==> config.mk <==
export PLATFORM = sky130hd
export DESIGN_NAME = pulse_stretcher_queue
export DESIGN_NICKNAME = d
export VERILOG_FILES = /design/src/rtl/pulse_stretcher_queue_pkg.sv /design/src/rtl/pulse_stretcher_queue_sat.sv /design/src/rtl/pulse_stretcher_queue.sv
export SDC_FILE = /design/constraint.sdc
export NUM_CORES = 1
export LEC_CHECK = 0
export ABC_AREA = 1
export BUFFER_PORTS_ARGS = -buffer_cell sky130_fd_sc_hd__buf_2
export CAP_MARGIN = 20
export CELL_PAD_IN_SITES_DETAIL_PLACEMENT = 1
export CELL_PAD_IN_SITES_GLOBAL_PLACEMENT = 2
export CORE_MARGIN = 4
export CORE_UTILIZATION = 34
export CTS_CLUSTER_SIZE = 16
export DETAILED_ROUTE_END_ITERATION = 12
export GPL_TIMING_DRIVEN = 0
export PLACE_DENSITY = 0.83
export REMOVE_ABC_BUFFERS = 1
export SYNTH_ARGS = -nofsm -noshare
export SYNTH_HDL_FRONTEND = slang
export SYNTH_SLANG_ARGS = --single-unit
==> constraint.sdc <==
create_clock -name clk -period 4.8 [get_ports clk]
set_clock_uncertainty 0.05 [all_clocks]
set_input_delay 0.48 -clock clk [delete_from_list [all_inputs] [get_ports clk]]
set_output_delay 0.48 -clock clk [all_outputs]
set_load 0.02 [all_outputs]
==> src/rtl/pulse_stretcher_queue_pkg.sv <==
// Shared definitions for the pulse stretcher: state encoding and a small
// constant helper used to size the phase counter.
package pulse_stretcher_queue_pkg;

    localparam logic [1:0] ST_IDLE = 2'd0;
    localparam logic [1:0] ST_HIGH = 2'd1;
    localparam logic [1:0] ST_GAP  = 2'd2;

    typedef enum logic [1:0] {
        IDLE = ST_IDLE,
        HIGH = ST_HIGH,
        GAP  = ST_GAP
    } state_e;

    function automatic int max2(input int a, input int b);
        return (a > b) ? a : b;
    endfunction

endpackage

==> src/rtl/pulse_stretcher_queue_sat.sv <==
// Saturating up/down counter holding queued events; flags an increment
// that could not be honoured because the count was already at its maximum.
module sat_updown_counter #(
    parameter int W = 3
) (
    input  logic         clk,
    input  logic         reset_n,
    input  logic         inc,
    input  logic         dec,
    input  logic         clr,
    output logic [W-1:0] count,
    output logic         sat_hit
);

    localparam logic [W-1:0] MAX_CNT = '1;

    logic [W-1:0] count_q;
    logic [W-1:0] count_d;

    always_comb begin
        count_d = count_q;
        sat_hit = 1'b0;
        if (clr) begin
            count_d = '0;
        end else if (inc && !dec) begin
            if (count_q == MAX_CNT) begin
                sat_hit = 1'b1;
            end else begin
                count_d = count_q + 1'b1;
            end
        end else if (dec && !inc && (count_q != '0)) begin
            count_d = count_q - 1'b1;
        end
    end

    always_ff @(posedge clk or negedge reset_n) begin
        if (!reset_n) begin
            count_q <= '0;
        end else begin
            count_q <= count_d;
        end
    end

    assign count = count_q;

endmodule

==> src/rtl/pulse_stretcher_queue.sv <==
// Turns single-cycle event strobes into fixed-width high windows separated by
// a guaranteed low gap, queueing events that arrive while a window is running.
module pulse_stretcher_queue
    import pulse_stretcher_queue_pkg::*;
#(
    parameter int HIGH_CYCLES = 4,
    parameter int GAP_CYCLES  = 2,
    parameter int PEND_W      = 3
) (
    input  logic              clk,
    input  logic              reset_n,
    input  logic              pulse_in,
    input  logic              clear,
    output logic              level_out,
    output logic              busy,
    output logic              done,
    output logic [PEND_W-1:0] pending,
    output logic              overflow
);

    localparam int PH_W = $clog2(max2(HIGH_CYCLES, GAP_CYCLES) + 1);
    localparam logic [PH_W-1:0] HIGH_LOAD = PH_W'(HIGH_CYCLES - 1);
    localparam logic [PH_W-1:0] GAP_LOAD  = PH_W'(GAP_CYCLES - 1);

    state_e            state_q, state_d;
    logic [PH_W-1:0]   phase_q, phase_d;
    logic              level_q, level_d;
    logic              busy_q, busy_d;
    logic              done_q, done_d;
    logic              overflow_q, overflow_d;

    logic              start;
    logic              phase_last;
    logic              pend_inc;
    logic              pend_dec;
    logic              sat_hit;
    logic [PEND_W-1:0] pend_cnt;

    assign phase_last = (phase_q == '0);

    always_comb begin
        state_d = state_q;
        phase_d = phase_q;
        start   = 1'b0;
        if (clear) begin
            state_d = IDLE;
            phase_d = '0;
        end else begin
            case (state_q)
                IDLE: begin
                    if (pulse_in) begin
                        state_d = HIGH;
                        phase_d = HIGH_LOAD;
                    end
                end
                HIGH: begin
                    if (phase_last) begin
                        state_d = GAP;
                        phase_d = GAP_LOAD;
                    end else begin
                        phase_d = phase_q - 1'b1;
                    end
                end
                GAP: begin
                    if (phase_last) begin
                        // Back-to-back windows: relaunch straight from the last gap cycle
                        if ((pend_cnt != '0) || pulse_in) begin
                            start   = 1'b1;
                            state_d = HIGH;
                            phase_d = HIGH_LOAD;
                        end else begin
                            state_d = IDLE;
                            phase_d = '0;
                        end
                    end else begin
                        phase_d = phase_q - 1'b1;
                    end
                end
                default: begin
                    state_d = IDLE;
                    phase_d = '0;
                end
            endcase
        end

        level_d    = (state_d == HIGH);
        busy_d     = (state_d != IDLE);
        done_d     = (state_q == HIGH) && (state_d == GAP);
        overflow_d = clear ? 1'b0 : (overflow_q | sat_hit);
    end

    // A launch that coincides with a new pulse consumes one event and adds one
    assign pend_inc = pulse_in && (state_q != IDLE) && !start && !clear;
    assign pend_dec = start && (pend_cnt != '0) && !pulse_in;

    sat_updown_counter #(
        .W (PEND_W)
    ) u_pending (
        .clk     (clk),
        .reset_n (reset_n),
        .inc     (pend_inc),
        .dec     (pend_dec),
        .clr     (clear),
        .count   (pend_cnt),
        .sat_hit (sat_hit)
    );

    always_ff @(posedge clk or negedge reset_n) begin
        if (!reset_n) begin
            state_q    <= IDLE;
            phase_q    <= '0;
            level_q    <= 1'b0;
            busy_q     <= 1'b0;
            done_q     <= 1'b0;
            overflow_q <= 1'b0;
        end else begin
            state_q    <= state_d;
            phase_q    <= phase_d;
            level_q    <= level_d;
            busy_q     <= busy_d;
            done_q     <= done_d;
            overflow_q <= overflow_d;
        end
    end

    assign level_out = level_q;
    assign busy      = busy_q;
    assign done      = done_q;
    assign pending   = pend_cnt;
    assign overflow  = overflow_q;

endmodule

# [After elaboration in Yosys (flattened, before gate mapping)]
# Cells that the tools add are included.
[classes] addsub=3 mux=24 bitwise_logic=1 n_eq_ne=7 reduce_logical=22
[op_table] op="$mux 3" n=8
[op_table] op="$mux 2" n=5
[op_table] op="$logic_and 1x1->1" n=9
[op_table] op="$mux 1" n=9
[op_table] op="$pmux 3 s3" n=1
[op_table] op="$ne 3x3->1 const B" n=2
[op_table] op="$pmux 2 s3" n=1
[op_table] op="$reduce_bool 3->1" n=2
[op_table] op="$sub 3x1->3 const B" n=2
[op_table] op="$logic_not 1->1" n=5
[op_table] op="$eq 2x1->1 const B" n=2
[op_table] op="$eq 2x2->1 const B" n=2
[op_table] op="$reduce_bool 2->1" n=2
[op_table] op="$add 3x1->3 const B" n=1
[op_table] op="$eq 3x3->1 const B" n=1
[op_table] op="$logic_not 3->1" n=1
[op_table] op="$logic_not 2->1" n=1
[op_table] op="$reduce_and 2->1" n=1
[op_table] op="$logic_or 1x1->1" n=1
[op_table] op="$or 1x1->1" n=1
[totals] elab_cells=64 regBits=12

# [Depth between registers and ports, before layout]
# Gate-level depths: netlist (run 1).
[depth] depth_word=15 mapped_depth=13

# [Cells and area by module]
# Synthesis (run 1) repeated with hierarchy kept, for this count alone.
[hier_totals] hier_cells=108 hier_area_um2=753.2
[by_module_without_submodules] module="pulse_stretcher_queue" cells_per_inst=68 n_inst=1 area_each_um2=509.2
[by_module_without_submodules] module="sat_updown_counter" cells_per_inst=40 n_inst=1 area_each_um2=244.0

# [Worst setup path after synthesis (run 1)]
# Ideal clock, no wire load.
[synth_timing] path_type="register to register" start="register phase_q[1]" end="register u_pending.count_q[2] (netlist: u_pending.count[2])" required_time_ps=4633 period_less_slack_ps=1871 path_slack_ps=2929 stages_incl_launch_ff=14 arrival_time_ps=1704 path_cell_list="dfrtp_1 > nor2_2 > nand2_2 > nor2_4 > nand2_4 > nand3_2 > inv_1 > fa_1 > xnor2_1 > inv_1 > nand2_1 > nand2_1 > nand3_1 > nand2_1"
[synth_between] elab_chain_cells=12 word_cells_on_any_way=19
[synth_lines] item="from (decl)" line="pulse_stretcher_queue.sv:26" source="logic [PH_W-1:0] phase_q, phase_d;"
[synth_lines] item="from (signal assigned)" line="pulse_stretcher_queue.sv:118" source="phase_q <= phase_d;"
[synth_lines] item="$logic_not 3->1 *" line="pulse_stretcher_queue.sv:39" source="assign phase_last = (phase_q == '0);"
[synth_lines] item="$mux 1 *" line="pulse_stretcher_queue.sv:65" source="if (phase_last) begin"
[synth_lines] item="$mux 1 *" line="pulse_stretcher_queue.sv:49" source="case (state_q)"
[synth_lines] item="$mux 1 *" line="pulse_stretcher_queue.sv:45" source="if (clear) begin"
[synth_lines] item="$logic_not 1->1" line="pulse_stretcher_queue.sv:93" source="assign pend_inc = pulse_in && (state_q != IDLE) && !start && !clear;"
[synth_lines] item="$logic_and 1x1->1 (2 in a row)" line="pulse_stretcher_queue.sv:93"
[synth_lines] item="$logic_not 1->1" line="pulse_stretcher_queue_sat.sv:31" source="end else if (dec && !inc && (count_q != '0)) begin"
[synth_lines] item="$logic_and 1x1->1 (2 in a row)" line="pulse_stretcher_queue_sat.sv:31"
[synth_lines] item="$reduce_bool 3->1 (no source line)"
[synth_lines] item="$reduce_and 2->1 (no source line)"
[synth_lines] item="to (signal assigned)" line="pulse_stretcher_queue_sat.sv:40" source="count_q <= count_d;"
[synth_lines] item="to (decl)" line="pulse_stretcher_queue_sat.sv:17" source="logic [W-1:0] count_q;"
# Every way passes the cells marked *; elsewhere a longest branch is shown, timed or not.
# A chain may end at the register's enable or synchronous reset.

# [Worst setup path in the final report (run 1)]
[layout_timing] start="register phase_q[0]" end="register u_pending.count_q[2] (netlist: u_pending.count[2])"
# The elaborated chain is that of the path after synthesis.

==> impl_metrics.json, run 1 <==
{
  "dpl.hpwl_microns": 1210,
  "synthMostInstantiatedCell": "nand2_1",
  "synth_area_sq_um": 702,
  "yosysWarnings": 0,
  "wl_per_cell_microns": 11.9,
  "multi_input_area_sq_um": 327,
  "clkSlewWorstSetupHoldPaths_ns": 0.07,
  "antenna_cells": 0,
  "num_rows": 16,
  "synth-edff-count": 0,
  "post-place-ws_ns": 2.69,
  "rrSetupSlack_ns": 2.69,
  "wl_met2_microns": 651,
  "status": "finished, final reports clean",
  "drive_above_1_share_pct": 31.6,
  "cts_buffer_depth": 2,
  "worst-path-max-fanout": 5,
  "start_util_pct": 35.8,
  "swShare_pct": 46.8,
  "async_reset_ff_share_pct": 100,
  "place_inst": 119,
  "finalHoldViolCount": 0,
  "clk_latency_ns": 0.26,
  "rsz0062_at_grt": "false",
  "max_freq_mhz": 475,
  "hold_class": "input pin to async pin",
  "layout_min_cycle_time_ns": 2.11,
  "met1_length_microns": 737,
  "setup_ws_ns": 2.69,
  "cts_sinks": 12,
  "gr-usage-all-layers_pct": 12.8,
  "timing.hold.ws_ns": 0.0343,
  "fill_cells": 264,
  "cts.repair.resized": 0,
  "grt_pass1_wl_microns": 2660,
  "dieArea_sq_mm": 0.00286,
  "switchingPower_mw": 0.213,
  "grt_pass1_vias": 595,
  "seqPwrFrac_pct": 35.8,
  "grt.overflow.total": 0,
  "hold_buffers": 0,
  "antenna_found_initial": 0,
  "netlist.area_leader.share_pct": 42.8,
  "cts_tree": "yes",
  "htree_levels": 1,
  "pwr-share-comb_pct": 51.7,
  "finalWirelength_microns": 1450,
  "drcViolationCount": 0,
  "power_mw": 0.454,
  "required_ns": 4.90,
  "maxSlewHeadroom_pct": 82.5,
  "synth.largest_area_cell": "dfrtp_1",
  "p_int_mw": 0.242,
  "regArea_sq_um": 300,
  "numCtsBuffers": 3,
  "portBuffers": 10,
  "arrival_ns": 2.20,
  "fin_crit_sh_pct": 43.9,
  "yosys_register_bits": 12,
  "final.setup.tns_ns": 0,
  "synth_cell_types": 27,
  "dieHeight_microns": 53.4,
  "synth_flop_cell": "dfrtp_1",
  "cp-end-kind": "flip-flop",
  "nets": 102,
  "cts-root-buf": "clkbuf_4",
  "drv_slew": 0,
  "die_w_microns": 53.4,
  "detail_route.iter0.violations": 3,
  "ir_drop_v": 0.000251,
  "p_per_area_mw_per_mm2": 562,
  "core-area_sq_mm": 0.00196,
  "syn-instance-count": 82,
  "p_leak_nw": 0.420,
  "synthToLayoutAreaGrowth_pct": 15.2,
  "worstMarginPinSlew_ns": 0.262,
  "ant_nets": 0,
  "grt_max_degree": 13,
  "stdcell_count": 122,
  "synth_common_cells": "14 x nand2_1, 12 x dfrtp_1, 12 x inv_1",
  "highest-signal-layer": "met4",
  "syn_avg_cell_area_sq_um": 8.56,
  "clkPwrFrac_pct": 12.5,
  "finalSetupViolCount": 0,
  "viasPerCell": 4.57,
  "place_congestion": 0.791,
  "io_pins": 11,
  "dr.pass1.iters": 5,
  "yosysSeqAreaShare_pct": 42.8,
  "wl_met3_microns": 48,
  "cp-start-kind": "flip-flop",
  "worstSetupPathType": "flip-flop to flip-flop",
  "vias": 557,
  "max_cap_viol_count": 0,
  "synth.area.top_cells": "dfrtp_1 43%, nand2_1 7.5%, inv_1 6.4%",
  "cts_setup_buffers": 0
}
[flip-flops by register name (all words and copies together) (netlist names)]
signal	cells
level_out	1
overflow	1
state_q	2
phase_q	3
u_pending.count	3
done	1
busy	1
[final timing paths]
check                                  startpoint                              to  cells after the start
min in group clk               overflow$_DFF_PN0_              overflow$_DFF_PN0_                      1
hold / removal                            reset_n            state_q[1]$_DFF_PN0_                      1
setup reg to reg           phase_q[0]$_DFFE_PN0P_  u_pending.count[2]$_DFFE_PN0P_                     13
max in group asynchronous                 reset_n  u_pending.count[2]$_DFFE_PN0P_                      1
setup / recovery           phase_q[0]$_DFFE_PN0P_  u_pending.count[2]$_DFFE_PN0P_                     13
hold reg to reg                overflow$_DFF_PN0_              overflow$_DFF_PN0_                      1
[area by class of cell]
type | count | area share, %
clock buffer | 3 | 2.79
tap | 27 | 4.18
inverter | 16 | 9.29
timing repair buffer | 10 | 6.19
sequential | 12 | 37.2
multi-input combinational | 54 | 40.4
[layout by cell type, fill, tap and decap left out, types with 2 or more instances in the layout]
cell and count:
nand2_1 14, inv_1 12, dfrtp_1 12, buf_2 10, a21oi_1 6, nor2_1 5
nand3_1 4, nor2_2 3, clkbuf_4 3, nand2_2 2, nand3_2 2, nand2_4 2
inv_2 2, o21ai_0 2, o21ai_1 2
[power by group through the flow]
stage,Sequential (mW),Clock (mW),Combinational (mW)
4_1_cts,0.163,0.0610,0.240
5_1_grt,0.168,0.0679,0.268
6_report,0.163,0.0566,0.235
3_5_place_dp,0.164,0,0.239
3_3_place_gp,0.164,0,0.232
2_1_floorplan,0.182,0,0.159
[kinds of logic (layout without fill, tap and decap cells)]
kind of cell	Yosys count	after routing	synth area share (%)
xor gates and xnor gates	1	1	1.25
buffers and inverters	16	29	10.7
and+or+nand+nor	36	36	28.7
DFF	12	12	42.8
AOI/OAI and AO/OA	16	16	13.7
adders and majority gates	1	1	2.85
[per-layer routing]
metal | vias up | GRT usage [%]
met5 | - | 0
met4 | 0 | 6.38
met3 | 2 | 3.10
met2 | 7 | 18.2
met1 | 259 | 17.9
li1 | 289 | -
[worst max-delay path, stage by stage, from the launching register on]
cell,delay [ns]
dfrtp_1,0.41
nor2_2,0.15
nand2_2,0.12
nor2_4,0.14
nand2_4,0.09
nand3_2,0.08
inv_1,0.05
fa_1,0.37
xnor2_1,0.23
inv_1,0.08
nand2_1,0.07
nand2_1,0.04
nand3_1,0.07
nand2_1,0.05
[metrics by stage]
stage | cell area [sq um] | util [%]
after CTS | 808 | 41.2
after global placement | 786 | 40.1
final | 808 | 41.2
after detailed placement | 786 | 40.1
after floorplan | 702 | -
after global routing | 808 | 41.2
Note: power is estimated with default switching activity, not from simulation.
==> run 2, diff against run 1 <==
--- a/config.mk
+++ b/config.mk
@@ -11,11 +11,11 @@
 export CELL_PAD_IN_SITES_DETAIL_PLACEMENT = 1
 export CELL_PAD_IN_SITES_GLOBAL_PLACEMENT = 2
 export CORE_MARGIN = 4
-export CORE_UTILIZATION = 34
+export CORE_UTILIZATION = 32
 export CTS_CLUSTER_SIZE = 16
 export DETAILED_ROUTE_END_ITERATION = 12
 export GPL_TIMING_DRIVEN = 0
-export PLACE_DENSITY = 0.83
+export PLACE_DENSITY = 0.79
 export REMOVE_ABC_BUFFERS = 1
 export SYNTH_ARGS = -nofsm -noshare
 export SYNTH_HDL_FRONTEND = slang
==> constraint.sdc (replaced) <==
create_clock -name clk -period 2.2 [get_ports clk]
set_clock_uncertainty 0.05 [all_clocks]
set_input_delay 0.22 -clock clk [delete_from_list [all_inputs] [get_ports clk]]
set_output_delay 0.22 -clock clk [all_outputs]
set_load 0.02 [all_outputs]
==> run 2 against run 1 <==
  * Die area rose by 5.3%
  * Via count rose by 3.8%
  * Combinational power rose by 130%
  * Sequential share of layout area fell by 1.2 points
  * Clock power rose by 110%
  * Fmax rose by 4.7%
  * Total power rose by 130%
  * Register-to-register slack got worse by 2.5 ns
  * Sequential power rose by 120%
  * Core utilization rose by 0.32 points
  * Largest cell class unchanged
  * Largest power group unchanged
==> impl_metrics.json, run 2 (same netlist as run 1, synthesis figures left out) <==
{
  "status": "finished, final reports clean",
  "final_cell_mix": "14 x nand2_1, 12 x inv_1, 11 x dfrtp_1",
  "grt_pass1_vias": 617,
  "fill_cells": 246,
  "die_w_microns": 54.8,
  "grt_max_degree": 13,
  "place_area_sq_um": 786,
  "stdcell_count": 123,
  "cp-start-kind": "flip-flop",
  "rsz0062_at_grt": "false",
  "dieArea_sq_mm": 0.00301,
  "maxSlewHeadroom_pct": 82.6,
  "ant_nets": 0,
  "max_freq_mhz": 497,
  "cp-end-kind": "flip-flop",
  "vias": 578,
  "cts_sinks": 12,
  "io_pins": 11,
  "drv_slew": 0,
  "gr-usage-all-layers_pct": 13.3,
  "cts_setup_buffers": 0,
  "dr.pass1.iters": 2,
  "antenna_found_initial": 0,
  "mostFrequentLayoutCell": "nand2_1",
  "switchingPower_mw": 0.481,
  "hold_depth": 4,
  "num_rows": 16,
  "arrival_ns": 2.11,
  "dieHeight_microns": 54.8,
  "clkPwrFrac_pct": 11.5,
  "p_leak_nw": 0.430,
  "cts_tree": "yes",
  "place_inst": 119,
  "setup_ws_ns": 0.189,
  "pwr-share-comb_pct": 53.0,
  "worst-path-max-fanout": 5,
  "design_area_sq_um": 840,
  "detail_route.iter0.violations": 2,
  "worstMarginPinSlew_ns": 0.261,
  "swShare_pct": 46.6,
  "required_ns": 2.29,
  "final.setup.tns_ns": 0,
  "p_per_area_mw_per_mm2": 1230,
  "drcViolationCount": 0,
  "crit_end": "u_pending.count[2]$_DFFE_PN0P_",
  "crit_path_start": "phase_q[1]$_DFFE_PN0P_",
  "core-area_sq_mm": 0.00202,
  "finalSetupViolCount": 0,
  "clkSlewWorstSetupHoldPaths_ns": 0.06,
  "r2r-end": "u_pending.count[2]$_DFFE_PN0P_",
  "finalHoldViolCount": 0,
  "fin_crit_sh_pct": 91.4,
  "worstSetupPathType": "flip-flop to flip-flop",
  "synthToLayoutAreaGrowth_pct": 19.6,
  "layout_min_cycle_time_ns": 2.01,
  "grt_pass1_wl_microns": 2810,
  "viasPerCell": 4.70,
  "grt.overflow.total": 0,
  "wl_per_cell_microns": 12.4,
  "nets": 103,
  "r2r-start": "phase_q[1]$_DFFE_PN0P_",
  "antenna_cells": 0,
  "reg2reg_depth": 13,
  "ir_drop_v": 0.000582,
  "cts-root-buf": "clkbuf_4",
  "post-place-ws_ns": 0.109,
  "dpl.hpwl_microns": 1310,
  "htree_levels": 1,
  "seqPwrFrac_pct": 35.5,
  "numCtsBuffers": 3,
  "start_util_pct": 34.7,
  "hold_class": "input pin to flip-flop",
  "place_congestion": 0.760,
  "finalWirelength_microns": 1530,
  "clk_latency_ns": 0.25,
  "p_int_mw": 0.551,
  "power_mw": 1.03,
  "portBuffers": 10,
  "drive_above_1_share_pct": 34.4,
  "cts_buffer_depth": 2,
  "rrSetupSlack_ns": 0.19,
  "max_cap_viol_count": 0
}
-- run 2: cell types whose count changed in the layout (fill, tap and decap cells not counted) --
| cell | delta |
|---|---|
| dfrtp_1 | -1 |
| dfrtp_2 | +1 |
| dlygate4sd3_1 | +1 |
| fa_1 | -1 |
| fa_2 | +1 |
| nand2_2 | -1 |
| nand2_4 | +1 |
| nor2_2 | -1 |
| nor2_4 | +1 |
| xnor2_1 | -1 |
| xnor2_2 | +1 |
-- run 2: worst min-delay path by stage --
stage,startpoint,slack [ns],to
floorplan,reset_n,-0.13,busy$_DFF_PN0_
global placement,reset_n,0.05,phase_q[2]$_DFFE_PN0P_
detailed placement,reset_n,0.05,done$_DFF_PN0_
CTS,clear,0.25,u_pending.count[1]$_DFFE_PN0P_
global route,clear,0.27,u_pending.count[1]$_DFFE_PN0P_
finish,clear,0.25,u_pending.count[1]$_DFFE_PN0P_
-- run 2: power groups by stage --
stage	clock network, mW	logic [mW]	registers (mW)
after floorplan	0	0.347	0.397
after global placement	0	0.512	0.358
after detailed placement	0	0.523	0.363
after CTS	0.125	0.527	0.359
after global routing	0.132	0.622	0.382
final	0.119	0.546	0.366
-- run 2: critical path, stage by stage (launching register included) --
cell     delay, ns
dfrtp_1       0.41
nor2_4        0.16
nand2_4       0.09
nor2_4        0.15
nand2_4       0.09
nand3_2       0.08
inv_1         0.06
fa_2          0.35
xnor2_2       0.18
inv_1         0.05
nand2_1       0.06
nand2_1       0.05
nand3_1       0.07
nand2_1       0.06
-- run 2: cell type report --
type,count,area (sq um),area share [%]
Clock buffer,3,22.5,2.68
Inverter,16,75.1,8.94
Multi-Input combinational cell,54,347,41.3
Sequential cell,12,302,35.9
Tap cell,27,33.8,4.02
Timing Repair Buffer,11,60.1,7.15
-- run 2: repair_timing --
| item | in CTS | in global routing |
|---|---|---|
| endpoints found under the hold margin | 12 | 0 |
| gates resized for setup | 0 | 5 |
| setup endpoints to repair | 0 | 1 |
| hold buffers | 1 | 0 |
-- run 2: routing by layer --
metal | up-vias | part of all wire, % | track usage [%]
met5 | - | 0 | 0
met4 | 0 | 2.4 | 8.71
met3 | 4 | 3.1 | 1.63
met2 | 7 | 50 | 21.1
met1 | 274 | 44 | 16.7
li1 | 293 | - | -
-- run 2: metrics by stage --
step           util, %  hold slack [ns]
3_5_place_dp      38.9           0.0492
5_1_grt           41.5            0.274
6_report          41.5            0.253
4_1_cts           40.5            0.246
2_1_floorplan        -           -0.126
3_3_place_gp      38.9           0.0479
